### src/rtl/fire_request_controller.sv
// Turns debounced press pulses into req/ack fire requests with ammo tracking,
// a bounded shot queue and a post-shot cooldown. Optional: FIRE_CTRL_AUTO_RELOAD_EN.
//
// state | meaning
// ------+-------------------------------------------------------------
// IDLE  | no request outstanding; leaves as soon as a shot is queued
// REQ   | fire_req held high until fire_ack is sampled
// COOL  | forced gap after an acknowledged shot (down-counter to zero)

module fire_request_controller #(
    parameter int AMMO_MAX      = 8,
    parameter int PEND_MAX      = 3,
    parameter int COOLDOWN      = 4,
    parameter int RELOAD_CYCLES = 16
) (
    input  logic                          fclk,
    input  logic                          reset_n,
    input  logic                          press_pulse,
    input  logic                          reload,
    input  logic                          fire_ack,
    output logic                          fire_req,
    output logic [$clog2(AMMO_MAX+1)-1:0] ammo,
    output logic [$clog2(PEND_MAX+1)-1:0] pending,
    output logic                          empty,
    output logic                          drop_pulse
);

    localparam int AW = $clog2(AMMO_MAX + 1);
    localparam int PW = $clog2(PEND_MAX + 1);
    localparam int MW = (AW > PW) ? AW : PW;
    localparam int CW = (COOLDOWN > 1) ? $clog2(COOLDOWN) : 1;

    localparam logic [AW-1:0] AMMO_FULL = AW'(AMMO_MAX);
    localparam logic [PW-1:0] PEND_FULL = PW'(PEND_MAX);
    localparam logic [CW-1:0] COOL_LOAD = (COOLDOWN > 0) ? CW'(COOLDOWN - 1) : '0;

    typedef enum logic [1:0] {
        IDLE = 2'd0,
        REQ  = 2'd1,
        COOL = 2'd2
    } state_t;

    state_t        state;
    state_t        state_next;
    logic [CW-1:0] cool_cnt;
    logic [CW-1:0] cool_cnt_next;

    logic          accept;
    logic          ack_take;
    logic          auto_fire;
    logic          refill;
    logic [AW-1:0] ammo_next;
    logic [PW-1:0] pending_next;

    // Ammo must cover every queued shot, so a press is only taken while
    // there is a round not already spoken for.
    assign ack_take = (state == REQ) && fire_ack;
    assign accept   = press_pulse && (pending < PEND_FULL) && (MW'(ammo) > MW'(pending));
    assign refill   = reload || auto_fire;

    always_comb begin
        ammo_next = ammo;
        if (refill) begin
            ammo_next = AMMO_FULL;
        end else if (ack_take) begin
            ammo_next = ammo - AW'(1);
        end
    end

    always_comb begin
        pending_next = pending;
        case ({accept, ack_take})
            2'b10:   pending_next = pending + PW'(1);
            2'b01:   pending_next = pending - PW'(1);
            default: pending_next = pending;
        endcase
    end

    always_ff @(posedge fclk or negedge reset_n) begin
        if (!reset_n) begin
            state    <= IDLE;
            cool_cnt <= '0;
        end else begin
            state    <= state_next;
            cool_cnt <= cool_cnt_next;
        end
    end

    // The last cooldown cycle hands straight to REQ so the gap between an
    // ack and the next request is exactly COOLDOWN cycles.
    always_comb begin
        state_next    = state;
        cool_cnt_next = cool_cnt;
        case (state)
            IDLE: begin
                if (pending != '0) begin
                    state_next = REQ;
                end
            end
            REQ: begin
                if (fire_ack) begin
                    if (COOLDOWN == 0) begin
                        state_next = IDLE;
                    end else begin
                        state_next    = COOL;
                        cool_cnt_next = COOL_LOAD;
                    end
                end
            end
            COOL: begin
                if (cool_cnt == '0) begin
                    state_next = (pending != '0) ? REQ : IDLE;
                end else begin
                    cool_cnt_next = cool_cnt - CW'(1);
                end
            end
            default: begin
                state_next    = IDLE;
                cool_cnt_next = '0;
            end
        endcase
    end

    always_ff @(posedge fclk or negedge reset_n) begin
        if (!reset_n) begin
            fire_req   <= 1'b0;
            ammo       <= AMMO_FULL;
            pending    <= '0;
            empty      <= 1'b0;
            drop_pulse <= 1'b0;
        end else begin
            fire_req   <= (state_next == REQ);
            ammo       <= ammo_next;
            pending    <= pending_next;
            empty      <= (ammo_next == '0);
            drop_pulse <= press_pulse && !accept;
        end
    end

`ifdef FIRE_CTRL_AUTO_RELOAD_EN
    localparam int RW = (RELOAD_CYCLES > 1) ? $clog2(RELOAD_CYCLES) : 1;
    localparam logic [RW-1:0] RELOAD_LOAD = RW'(RELOAD_CYCLES - 1);

    logic          drained;
    logic [RW-1:0] reload_cnt;

    // Dropped presses leave pending at zero, so they never disturb the count.
    assign drained   = (ammo == '0) && (pending == '0);
    assign auto_fire = drained && !reload && (reload_cnt == '0);

    always_ff @(posedge fclk or negedge reset_n) begin
        if (!reset_n) begin
            reload_cnt <= RELOAD_LOAD;
        end else if (reload || !drained || auto_fire) begin
            reload_cnt <= RELOAD_LOAD;
        end else begin
            reload_cnt <= reload_cnt - RW'(1);
        end
    end
`else
    logic unused_reload_cfg;

    assign auto_fire         = 1'b0;
    assign unused_reload_cfg = ^RELOAD_CYCLES;
`endif

endmodule

### config.mk
export PLATFORM = sky130hd
export DESIGN_NAME = fire_request_controller
export DESIGN_NICKNAME = d
export VERILOG_FILES = /design/src/rtl/fire_request_controller.sv
export SDC_FILE = /design/constraint.sdc
export NUM_CORES = 1
export LEC_CHECK = 0
export ABC_AREA = 1
export BUFFER_PORTS_ARGS = -buffer_cell sky130_fd_sc_hd__buf_2
export CAP_MARGIN = 5
export CORE_MARGIN = 3
export CORE_UTILIZATION = 45
export CTS_BUF_LIST = sky130_fd_sc_hd__clkbuf_2
export CTS_CLUSTER_SIZE = 24
export DETAILED_ROUTE_END_ITERATION = 16
export PLACE_DENSITY_LB_ADDON = 0.25
export SLEW_MARGIN = 10
export SYNTH_ARGS = -nofsm -noshare
export SYNTH_HDL_FRONTEND = slang
export SYNTH_SLANG_ARGS = --single-unit
### constraint.sdc
create_clock -name fclk -period 2 [get_ports fclk]
set_input_delay 0.4 -clock fclk [delete_from_list [all_inputs] [get_ports fclk]]
set_output_delay 0.4 -clock fclk [all_outputs]
set_load 0.01 [all_outputs]
==> flow_summary_export.csv, run 1 <==
group,metric,value,unit
cells_and_area,synthToLayoutAreaGrowth,18.8,%
clock_tree,numCtsBuffers,3,
power_and_ir_drop,p_per_area,1390,nW/um2
floorplan,start_util,0.502,
clock_tree,htreeDepth,1,
power_and_ir_drop,combinationalPowerShare,0.562,
clock_tree,cts_buffer_depth,2,
timing,worstMarginPinSlew,301,ps
yosys,seq_area_frac_synth,0.412,
yosys,syn_area,792,um2
floorplan,rows,14,
cells_and_area,num-nets-final,137,
route,dr.pass1.iters,4,
timing,hold_viol,0,
timing,fin_skew,7.83,ps
global_route,busiest_layer,"met2",
power_and_ir_drop,vdd_ir_drop_max,0.660,mV
place,place_ws,148,ps
clock_tree,clockRootBuffer,"clkbuf_2",
yosys,ys_ff_latch,13,
timing,setup_ws,141,ps
place,io_buffers,13,
critical_path,worstPathRequired,2150,ps
power_and_ir_drop,pwr-share-seq,0.342,
route,vias_per_cell,4.96,
timing,slew_headroom,0.799,
route,drt_iter0_drc,17,
place,gp_congestion,0.824,
global_route,grt_use_met3,0.0564,
yosys,synth_warnings,0,
place,place_inst,129,
route,antenna_left,0,
place,dp_hpwl,1140,um
global_route,grt_util_met1,0.187,
timing,drv_slew,0,
yosys,synth_nets,114,
timing,max_freq,538,MHz
timing,finalSetupTns,0,ps
critical_path,end_kind,"register",
power_and_ir_drop,p_sw_frac,0.453,
flow_run,cap_violations,0,
global_route,grt_pass1_wl,2440,um
route,drt-total-wl,1530,um
cells_and_area,layout.cells.non_filler,138,
clock_tree,cts.sinks,13,
critical_path,start_kind,"register",
clock_tree,clk_pin_slew,120,ps
global_route,track_usage,0.150,
floorplan,core,1580,um2
global_route,overflow,0,
status,status,"complete, no violations",
power_and_ir_drop,clkPwrFrac,0.095,
floorplan,die_h,48.0,um
clock_tree,cts_tree,"built",
global_route,met2_usage,0.253,
route,vias,685,
timing,post-route-period-util,0.930,
worst_hold_path,holdCritPathClass,"input port to register",
critical_path,arrival,2010,ps
floorplan,die_area,2300,um2
yosys,ys_types,17,
timing,fin_crit,1860,ps
cells_and_area,antennaDiodeCount,0,
yosys,synth_cells,100,
yosys,syn_avg_cell_area,7.92,um2
timing,rsz0062_at_grt,"false",
route,drc,0,
power_and_ir_drop,p_switching,0.591,mW
cells_and_area,drive_gt1_frac,0.221,
power_and_ir_drop,leakage,0.563,nW
global_route,grt_pass1_vias,607,
critical_path,critical_path_class,"register to register",
global_route,grt_max_degree,14,
timing,setup_viol,0,
clock_tree,clock_latency,260,ps
cells_and_area,fillCellCount,143,
global_route,antenna_found_initial,0,
route,post_drt_wl_per_cell,11.1,um
power_and_ir_drop,intPower,0.715,mW
floorplan,dieWidth,48.0,um
critical_path,cp_max_fo,4,
floorplan,io_pins,14,
[final cells by class]
cell class	instances	area, um2	area share
repair buffers	18	105	0.112
well taps	16	20.0	0.0213
flip-flops and latches	13	327	0.347
clock buffers	3	15.0	0.0160
clock inverters	1	5.00	0.00532
multi-input cells	64	383	0.407
inverters	23	86.3	0.0918
[per-stage QoR]
| stage | cell area [um2] | utilization | hold slack [ps] | power, mW |
|---|---|---|---|---|
| after floorplan | 792 | - | 104 | 0.942 |
| after global placement | 877 | 0.556 | 297 | 1.10 |
| after detailed placement | 877 | 0.556 | 303 | 1.13 |
| after CTS | 907 | 0.575 | 325 | 1.27 |
| after global routing | 941 | 0.597 | 328 | 1.47 |
| final | 941 | 0.597 | 337 | 1.31 |
[state kept, by name, indices dropped and copies added (netlist names)]
register	cells
ammo	4
cool_cnt	2
drop_pulse	1
empty	1
fire_req	1
pending	2
state	2
[layer usage]
metal	vias up	part of all wire
met5	-	0
met4	0	0.0065
met3	2	0.051
met2	16	0.47
met1	311	0.47
li1	356	-
[cells in the final DEF, fill, tap and decap left out]
cell,Yosys,routed
a21oi_2,0,1
clkinv_2,0,1
xor2_1,1,1
inv_1,23,23
a21boi_0,1,1
nand3_2,1,1
nor2_2,2,2
a21oi_1,2,1
dfrtp_1,12,12
nand3_1,13,13
xnor2_1,1,1
nand4_1,1,1
buf_4,0,4
buf_2,0,13
dlygate4sd3_1,0,1
nand2_1,21,21
ha_1,9,9
clkbuf_2,0,3
nor2_1,4,4
o21ai_0,6,6
nand2_2,1,1
dfstp_2,1,1
nand3b_1,1,1
[worst max-delay path, cell delays in order, from the launching register on]
cell and delay [ps]:
dfrtp_1 420, inv_1 90, ha_1 300, nand3_1 90
nand3_1 110, ha_1 340, a21oi_2 130, o21ai_0 110
xor2_1 150
[worst paths after layout]
check,start,to,slack [ps],depth (start not counted)
worst max-delay path,ammo[0]$_DFF_PN0_,pending[1]$_DFFE_PN0P_,140,8
worst min-delay path,press_pulse,drop_pulse$_DFF_PN0_,340,3
worst max register to register,ammo[0]$_DFF_PN0_,pending[1]$_DFFE_PN0P_,140,8
worst min register to register,cool_cnt[1]$_DFFE_PN0P_,cool_cnt[1]$_DFFE_PN0P_,540,2
max in group asynchronous,reset_n,ammo[3]$_DFF_PN1_,1180,2
min in group asynchronous,reset_n,cool_cnt[0]$_DFFE_PN0P_,540,2
[synthesized netlist by cell type]
library cell / instances / area [um2]
inv_1: 23 / 86.3
nand2_1: 21 / 78.8
nand3_1: 13 / 65.1
dfrtp_1: 12 / 300
ha_1: 9 / 113
o21ai_0: 6 / 30.0
nor2_1: 4 / 15.0
a21oi_1: 2 / 10.0
nor2_2: 2 / 12.5
a21boi_0: 1 / 7.51
dfstp_2: 1 / 26.3
nand2_2: 1 / 6.26
nand3_2: 1 / 10.0
nand3b_1: 1 / 7.51
nand4_1: 1 / 6.26
xnor2_1: 1 / 8.76
xor2_1: 1 / 8.76
[logic make-up after synthesis]
| kind of cell | count (synthesis) | share of synthesized area |
|---|---|---|
| AND/OR/NAND/NOR | 44 | 0.254 |
| adder cells (fa/ha/maj) | 9 | 0.142 |
| XOR/XNOR | 2 | 0.0221 |
| AO/OA/AOI/OAI | 9 | 0.0600 |
| buffers and inverters | 23 | 0.109 |
| flip-flops | 13 | 0.412 |
[power by group through the flow]
stage	clock, mW	combinational (mW)	sequential [mW]
2_1_floorplan	0	0.468	0.474
3_3_place_gp	0	0.638	0.460
3_5_place_dp	0	0.665	0.465
4_1_cts	0.131	0.678	0.459
5_1_grt	0.146	0.861	0.460
6_report	0.125	0.735	0.447
[timing repair]
item / 4_1_cts / 5_1_grt
endpoints found under the hold margin: 7 / 0
hold buffers: 1 / 0
buffers inserted: 0 / 4
gates resized for setup: 0 / 1
setup endpoints to repair: 0 / 1
Note: power is estimated with default switching activity, not from simulation.
==> run 2: changes to the inputs <==
ABC_AREA = 0   (was 1)
==> flow_summary_export.csv, run 2 <==
group,metric,value,unit
status,status,"complete, no violations",
cells_and_area,fillCellCount,148,
route,vias_per_cell,5.01,
critical_path,end_kind,"register",
critical_path,r2r_cells,9,
cells_and_area,antennaDiodeCount,0,
worst_hold_path,holdPathStages,2,
timing,post-route-period-util,0.911,
cells_and_area,largest_register,"ammo",
yosys,synth_warnings,0,
place,io_buffers,13,
critical_path,arrival,2030,ps
cells_and_area,mostFrequentLayoutCell,"buf_2",
clock_tree,htreeDepth,1,
power_and_ir_drop,power.total,1.38,mW
yosys,synthFlopType,"dfrtp_1",
worst_hold_path,hold_end,"ammo[0]$_DFF_PN0_",
global_route,grt_max_degree,14,
timing,fin_skew,13.7,ps
floorplan,io_pins,14,
cells_and_area,fin_util,0.584,
yosys,ys_types,26,
cells_and_area,num-nets-final,114,
yosys,yosysMostFrequentCell,"dfrtp_1",
clock_tree,clock_latency,280,ps
clock_tree,cts_tree,"built",
yosys,synth_nets,91,
cells_and_area,seqCellArea,327,um2
route,post_drt_wl_per_cell,11.7,um
timing,max_freq,549,MHz
clock_tree,clk_pin_slew,140,ps
yosys,seq_area_frac_synth,0.436,
power_and_ir_drop,leakage,0.463,nW
floorplan,start_util,0.486,
place,dp_hpwl,1090,um
critical_path,crit_path_start,"pending[1]$_DFFE_PN0P_",
cells_and_area,design_area,900,um2
worst_hold_path,holdCritPathClass,"input port to register",
critical_path,cp_max_fo,3,
timing,setup_viol,0,
power_and_ir_drop,vdd_ir_drop_max,0.756,mV
yosys,async_flop_share,1.00,
route,antenna_left,0,
timing,hold_viol,0,
global_route,antenna_found_initial,0,
power_and_ir_drop,clkPwrFrac,0.096,
power_and_ir_drop,p_switching,0.585,mW
yosys,synth_edf_count,0,
power_and_ir_drop,combinationalPowerShare,0.589,
worst_hold_path,hp-start,"reload",
yosys,syn_avg_cell_area,9.73,um2
yosys,ys_ff_latch,13,
route,vias,576,
global_route,overflow,0,
route,drc,0,
power_and_ir_drop,pwr-share-seq,0.315,
yosys,yosysTopAreaCell,"dfrtp_1",
critical_path,start_kind,"register",
route,drt-total-wl,1340,um
timing,drv_slew,0,
floorplan,core,1540,um2
cells_and_area,largest_reg_flops,4,
route,dr.pass1.iters,4,
place,postPlaceCellArea,857,um2
route,drt_iter0_drc,14,
timing,whs,308,ps
global_route,grt_pass1_wl,2240,um
power_and_ir_drop,intPower,0.800,mW
global_route,track_usage,0.149,
floorplan,dieWidth,46.8,um
critical_path,worstPathRequired,2210,ps
yosys,synthTopCellsByCount,"dfrtp_1, ha_1, nor2_1, inv_1, nor2b_1",
place,gp_congestion,0.786,
yosys,yosysTopAreaCellShare,0.401,
floorplan,rows,14,
timing,finalSetupTns,0,ps
critical_path,r2r-end,"pending[1]$_DFFE_PN0P_",
flow_run,cap_violations,0,
power_and_ir_drop,p_per_area,1540,nW/um2
yosys,syn_area,749,um2
cells_and_area,synthToLayoutAreaGrowth,20.0,%
yosys,synth.area.top_cells,"dfrtp_1, ha_1, nor2b_1, xnor2_1, dfstp_2",
timing,worstMarginPinSlew,296,ps
power_and_ir_drop,p_sw_frac,0.422,
global_route,grt_pass1_vias,530,
cells_and_area,multi_input_area,398,um2
timing,rsz0062_at_grt,"false",
clock_tree,cts_buffer_depth,2,
timing,fin_crit,1820,ps
clock_tree,numCtsBuffers,3,
cells_and_area,drive_gt1_frac,0.293,
critical_path,critical_path_class,"register to register",
critical_path,r2r-start,"pending[1]$_DFFE_PN0P_",
critical_path,rrSetupSlack,180,ps
cells_and_area,layout_common_cells,"buf_2, dfrtp_1, ha_1, nor2_1",
floorplan,die_area,2190,um2
floorplan,die_h,46.8,um
timing,slew_headroom,0.803,
clock_tree,clockRootBuffer,"clkbuf_2",
clock_tree,cts.sinks,13,
yosys,synth_cells,77,
==> run 2: final cells by class <==
| type | instances | share of cell area |
|---|---|---|
| inverter | 8 | 0.0334 |
| clock buffer | 3 | 0.0167 |
| timing repair buffer | 18 | 0.117 |
| multi-input combinational | 56 | 0.442 |
| tap | 16 | 0.0223 |
| sequential | 13 | 0.363 |
| clock inverter | 1 | 0.00556 |
==> run 2: worst max path at each step <==
stage | to | slack (ps) | cells after the start
floorplan | pending[1]$_DFFE_PN0P_ | 180 | 9
global placement | pending[1]$_DFFE_PN0P_ | 200 | 9
detailed placement | pending[1]$_DFFE_PN0P_ | 110 | 9
CTS | pending[1]$_DFFE_PN0P_ | 70 | 9
global route | pending[1]$_DFFE_PN0P_ | 9 | 9
finish | pending[1]$_DFFE_PN0P_ | 180 | 9
==> run 2: cell families (layout without fill, tap and decap cells) <==
kind of cell,after synthesis,after routing,synth area share
flops,13,13,0.436
buf+inv,8,30,0.0401
fa+ha+maj,9,9,0.150
compound gates,14,14,0.117
simple gates,28,28,0.199
xor+xnor,5,5,0.0584
==> run 2: power by group through the flow <==
stage | Clock (mW) | Sequential (mW) | Combinational [mW]
2_1_floorplan | 0 | 0.496 | 0.518
3_3_place_gp | 0 | 0.442 | 0.770
3_5_place_dp | 0 | 0.446 | 0.792
4_1_cts | 0.140 | 0.441 | 0.797
5_1_grt | 0.155 | 0.448 | 0.942
6_report | 0.133 | 0.436 | 0.816
==> run 2: routing by layer <==
| metal | track usage | vias to the layer above | routed length, um |
|---|---|---|---|
| li1 | - | 300 | - |
| met1 | 0.186 | 262 | 626 |
| met2 | 0.236 | 10 | 640 |
| met3 | 0.0230 | 4 | 46 |
| met4 | 0.0994 | 0 | 30 |
| met5 | 0 | - | 0 |
==> run 2: worst max-delay path: stages (launching register included) <==
cell and delay, ps:
dfrtp_1 390, inv_1 70, ha_1 290, nor2b_1 130
o21ai_1 70, a22oi_2 160, nand2_1 80, ha_1 300
nor2_1 140, xnor2_1 130
==> run 2: repair_timing <==
item | CTS | global route
setup endpoints to repair | 0 | 1
hold endpoints to repair | 12 | 0
resized for setup | 0 | 1
buffers inserted | 0 | 1
hold buffers | 1 | 0
==> run 2: per-stage QoR <==
step,worst slack [ps],cells
3_3_place_gp,196,109
5_1_grt,8.80,115
6_report,179,115
3_5_place_dp,110,109
2_1_floorplan,178,77
4_1_cts,73.7,114
